<file path="src/rtl/apb_master_fsm.sv">
// apb_master_fsm: APB3 initiator turning a valid/ready command stream into SETUP/ACCESS transfers
module apb_master_fsm #(
    parameter int ADDR_WIDTH     = 32,
    parameter int DATA_WIDTH     = 32,
    parameter int TIMEOUT_CYCLES = 256
) (
    input  logic                  PCLK,
    input  logic                  PRESETn,
    input  logic                  cmd_valid,
    output logic                  cmd_ready,
    input  logic [ADDR_WIDTH-1:0] cmd_addr,
    input  logic                  cmd_write,
    input  logic [DATA_WIDTH-1:0] cmd_wdata,
    output logic                  rsp_valid,
    input  logic                  rsp_ready,
    output logic [DATA_WIDTH-1:0] rsp_rdata,
    output logic                  rsp_slverr,
    output logic                  rsp_timeout,
    output logic [ADDR_WIDTH-1:0] PADDR,
    output logic                  PWRITE,
    output logic [DATA_WIDTH-1:0] PWDATA,
    output logic                  PSEL,
    output logic                  PENABLE,
    input  logic [DATA_WIDTH-1:0] PRDATA,
    input  logic                  PREADY,
    input  logic                  PSLVERR
);
    typedef enum logic [1:0] {IDLE, SETUP, ACCESS, RESP} state_t;
    localparam int CW = (TIMEOUT_CYCLES > 0) ? $clog2(TIMEOUT_CYCLES + 1) : 1;
    localparam logic [CW-1:0] LIMIT = CW'(TIMEOUT_CYCLES - 1);
    state_t state_q, state_d;
    logic [CW-1:0] wait_cnt;
    logic timeout_hit;
    // the limit is reached on the wait cycle that would bring the counter to TIMEOUT_CYCLES
    assign timeout_hit = (TIMEOUT_CYCLES != 0) && !PREADY && (wait_cnt == LIMIT);
    assign cmd_ready   = PRESETn && (state_q == IDLE);
    assign rsp_valid   = (state_q == RESP);
    assign PSEL        = (state_q == SETUP) || (state_q == ACCESS);
    assign PENABLE     = (state_q == ACCESS);
    // state register
    always_ff @(posedge PCLK) begin
        if (!PRESETn) state_q <= IDLE;
        else          state_q <= state_d;
    end
    // next-state logic; PREADY completing in the limit cycle takes priority over the abort
    always_comb begin
        state_d = state_q;
        case (state_q)
            IDLE:    state_d = cmd_valid ? SETUP : IDLE;
            SETUP:   state_d = ACCESS;
            ACCESS:  state_d = (PREADY || timeout_hit) ? RESP : ACCESS;
            RESP:    state_d = rsp_ready ? IDLE : RESP;
            default: state_d = IDLE;
        endcase
    end
    // bus request latch, response capture and saturating wait counter
    always_ff @(posedge PCLK) begin
        if (!PRESETn) begin
            PADDR       <= '0;
            PWRITE      <= 1'b0;
            PWDATA      <= '0;
            rsp_rdata   <= '0;
            rsp_slverr  <= 1'b0;
            rsp_timeout <= 1'b0;
            wait_cnt    <= '0;
        end else begin
            if (state_q == IDLE && cmd_valid) begin
                PADDR  <= cmd_addr;
                PWRITE <= cmd_write;
                PWDATA <= cmd_wdata;
            end
            if (state_q == ACCESS && PREADY) begin
                rsp_rdata   <= PWRITE ? '0 : PRDATA;
                rsp_slverr  <= PSLVERR;
                rsp_timeout <= 1'b0;
            end else if (state_q == ACCESS && timeout_hit) begin
                rsp_rdata   <= '0;
                rsp_slverr  <= 1'b1;
                rsp_timeout <= 1'b1;
            end
            if (state_q == RESP && rsp_ready)
                wait_cnt <= '0;
            else if (state_q == ACCESS && !PREADY && wait_cnt != '1)
                wait_cnt <= wait_cnt + 1'b1;
        end
    end
endmodule

</file>
<file path="config.mk">
export PLATFORM = sky130hd
export DESIGN_NAME = apb_master_fsm
export DESIGN_NICKNAME = d
export VERILOG_FILES = /design/src/rtl/apb_master_fsm.sv
export SDC_FILE = /design/constraint.sdc
export NUM_CORES = 1
export LEC_CHECK = 0
export ABC_CLOCK_PERIOD_IN_PS = 3300
export CORE_MARGIN = 2
export CORE_UTILIZATION = 30
export CTS_CLUSTER_DIAMETER = 100
export DETAILED_ROUTE_END_ITERATION = 10
export RECOVER_POWER = 100
export SKIP_CTS_REPAIR_TIMING = 1
export SLEW_MARGIN = 20
export SYNTH_ARGS = -nofsm -noshare
export SYNTH_HDL_FRONTEND = slang
export SYNTH_SLANG_ARGS = --single-unit
</file>
<file path="constraint.sdc">
create_clock -name PCLK -period 3.3 [get_ports PCLK]
set_clock_uncertainty 0.2 [all_clocks]
set_input_delay 0.66 -clock PCLK [delete_from_list [all_inputs] [get_ports PCLK]]
set_output_delay 0.66 -clock PCLK [all_outputs]
set_load 0.05 [all_outputs]
</file>
==> summary.md <==
| Metric | Value |
|---|---|
| Fin cells | 845 |
| Port bufs | 205 |
| CTS tree | done |
| Status | completed |
| DP Wirelength | around 8 mm |
| Synth area leaders | dfxtp_1 (53%), nand2_1 (13%), a21boi_0 (12%), a22oi_1 (5.8%), nor2b_1 (5.0%) |
| Post-synthesis sequential area ratio | between 50% and 60% |
| Setup violators final | 0 |
| Number of library cell types mapped by synthesis | 27 |
| Clk slew on worst S/H paths | roughly 70 ps |
| Total grt overflow | 0 |
| Largest net degree at the start of global routing | 66 |
| Comb power frac | 27.3% |
| Row count | between 40 and 50 |
| Pint | ~0.0025 W |
| GR Util All Layers | 15.8% |
| TNS Setup | 0 ps |
| Hold Path Depth | 2 |
| Root buf cell | clkbuf_16 |
| Clock network fraction of total power | 31.8% |
| Seq pwr share | 40.9% |
| Starting Density | a little under a third |
| Core box area | 13700 sq um |
| Pre-antenna DRT Iters | 4 |
| Routed wire length | around 12 mm |
| Worst Setup Path Type | reg -> out |
| Mapped Cells | 471 |
| Synth warnings | 0 |
| WL met1 | roughly 4.7 mm |
| Placed cell count | roughly 830 |
| Leading area contributor after synthesis | dfxtp_1 |
| Leakage | about 2.7 nW |
| Final min period | 2850 ps |
| Required @ worst endpoint | 2440 ps |
| Total CTS buffers | 9 |
| Routed wl met2 | 5.43 mm |
| Count leader, synth | nand2_1 |
| Met3 routed WL | 1.01 mm |
| Worst ir drop on vdd | 261 uV |
| Clk sink count | 110 |
| Async SR Flop Fraction | 0% |
| Max cap viols | 0 |
| Unrepaired setup endpoints after global routing | false |
| Layout cells sized above 1 | 3.31% |
| Max Fanout on Critical Path | 8 |
| Fmax | 351 MHz |
| Number of routed nets with antenna violations | 0 |
| Vias post-DR | 3854 |
| Crit end category | output port |
| DR DRC count | 0 |
| Area delta synth->final | 60.5% |
| Avg Cell Area, Syn | ~8.8 sq um |
| Post-synth EDFFs | 0 |
| Initial antenna violation count | 1 |
| Synth top cells by count | nand2_1 (140), dfxtp_1 (110), a21boi_0 (66) |
| Post-synth top area share | about 53% |
| H-Tree Level Count | 3 |
| Hold Vio Cnt, Final | 0 |
| Vias in the first global route | 3756 |
| Die X | 122 microns |
| Global-route wire length before repair | 18.4 mm |
| Vias per cell | 4.56 |
| Crit share post-route | 86.4% |
| Hold Path Class | reg -> reg |
| Sw power | 0.00116 W |
| Die extent in y | 122 microns |
| Switch share | 32.0% |
| Skew-Pair Late Insertion Delay | 340 ps |
| Area of the mapped netlist | ~4200 sq um |
| Worst Path Arrival | roughly 2000 ps |
| Final net count | 770 |
| Synth Net Count | 581 |
| Worst slew pin tran | around 1300 ps |
| FF+latch count, synth | 110 |
| Worst setup SP type | flop |
| Utilization after layout | between 40% and 50% |
| Worst R2R Path Depth | 6 |
| P per Cell Area | 542 nW/um^2 |
| I/O pins | 206 |
| Primary FF master, synth | dfxtp_1 |
| Max Used Layer | met4 |
| Placer Congestion | 0.779 |
| Max-slew violations | 0 |
| Routed WL per cell | approximately 14 microns |
| DIE AREA | 14800 sq um |
| Slew headroom | between 10% and 20% |
| Maximum clock path buffer count | 2 |
| DRT iter0 DRCs | 178 |
==> final cells by class <==
type | instances | area, sq um
fill | 1295 | 7040
sequential | 110 | 2200
timing repair buffer | 211 | 2100
multi-input combinational | 322 | 1820
clock buffer | 12 | 246
tap | 180 | 225
clock inverter | 3 | 68.8
inverter | 6 | 22.5
antenna | 1 | 2.50
==> sequential cells by signal (all words and copies together), names as in the netlist <==
register     cells
PWDATA          32
PWRITE           1
rsp_timeout      1
rsp_slverr       1
state_q          2
rsp_rdata       32
PADDR           32
wait_cnt         9
==> metrics by stage <==
stage / hold WS [ps] / total power, W / instance area [sq um] / setup slack (ps)
2_1_floorplan: 252 / 0.00214 / 4160 / 871
4_1_cts: 253 / 0.00374 / 6700 / 458
3_5_place_dp: 242 / 0.00256 / 6380 / 642
3_3_place_gp: 237 / 0.00255 / 6380 / 677
6_report: 246 / 0.00362 / 6680 / 450
5_1_grt: 283 / 0.00381 / 6680 / 317
==> logic make-up after synthesis <==
family,Yosys count,share of synthesized area (%)
flops,110,52.9
fa+ha+maj,7,2.10
xor+xnor,1,0.210
compound gates,118,20.3
buf+inv,39,3.55
simple gates,195,20.7
mux,1,0.240
==> power by group through the flow <==
stage | logic (W) | registers, W | clock network (W)
global placement | 0.00103 | 0.00151 | 0
CTS | 0.00105 | 0.00149 | 0.00120
floorplan | 0.000291 | 0.00185 | 0
finish | 0.000988 | 0.00148 | 0.00115
detailed placement | 0.00104 | 0.00152 | 0
global route | 0.00106 | 0.00149 | 0.00126
==> worst max-delay path, cell delays in order, from the launching register on <==
cell	delay (ps)
dfxtp_1	320
inv_1	110
ha_1	300
dlygate4sd3_1	910
==> metal layers <==
layer | track usage [%] | vias to the layer above
li1 | - | 1944
met1 | 18.4 | 1759
met2 | 25.3 | 127
met3 | 5.71 | 24
met4 | 8.26 | 0
met5 | 0 | -
==> worst paths after layout <==
| path | start | end | slack, ps |
|---|---|---|---|
| worst min-delay path | rsp_slverr$_SDFFE_PN0P_ | rsp_slverr$_SDFFE_PN0P_ | 250 |
| worst max-delay path | state_q[0]$_SDFF_PN0_ | PENABLE | 450 |
| worst min register to register | rsp_slverr$_SDFFE_PN0P_ | rsp_slverr$_SDFFE_PN0P_ | 250 |
| worst max register to register | state_q[0]$_SDFF_PN0_ | PWDATA[13]$_SDFFE_PN0P_ | 870 |
==> placed cells by master (no fill, tap or decap), types with 6 or more instances in the layout <==
master,Yosys,routed
o21ai_0,5,6
a22oi_1,32,32
clkdlybuf4s50_1,0,99
inv_1,6,6
ha_1,7,7
dlygate4sd3_1,0,104
clkbuf_16,0,9
dfxtp_1,110,110
nand2_1,140,139
nor2_1,6,6
a21oi_1,10,10
nor2b_1,33,33
a21boi_0,66,66
Note: power is estimated with default switching activity, not from simulation.
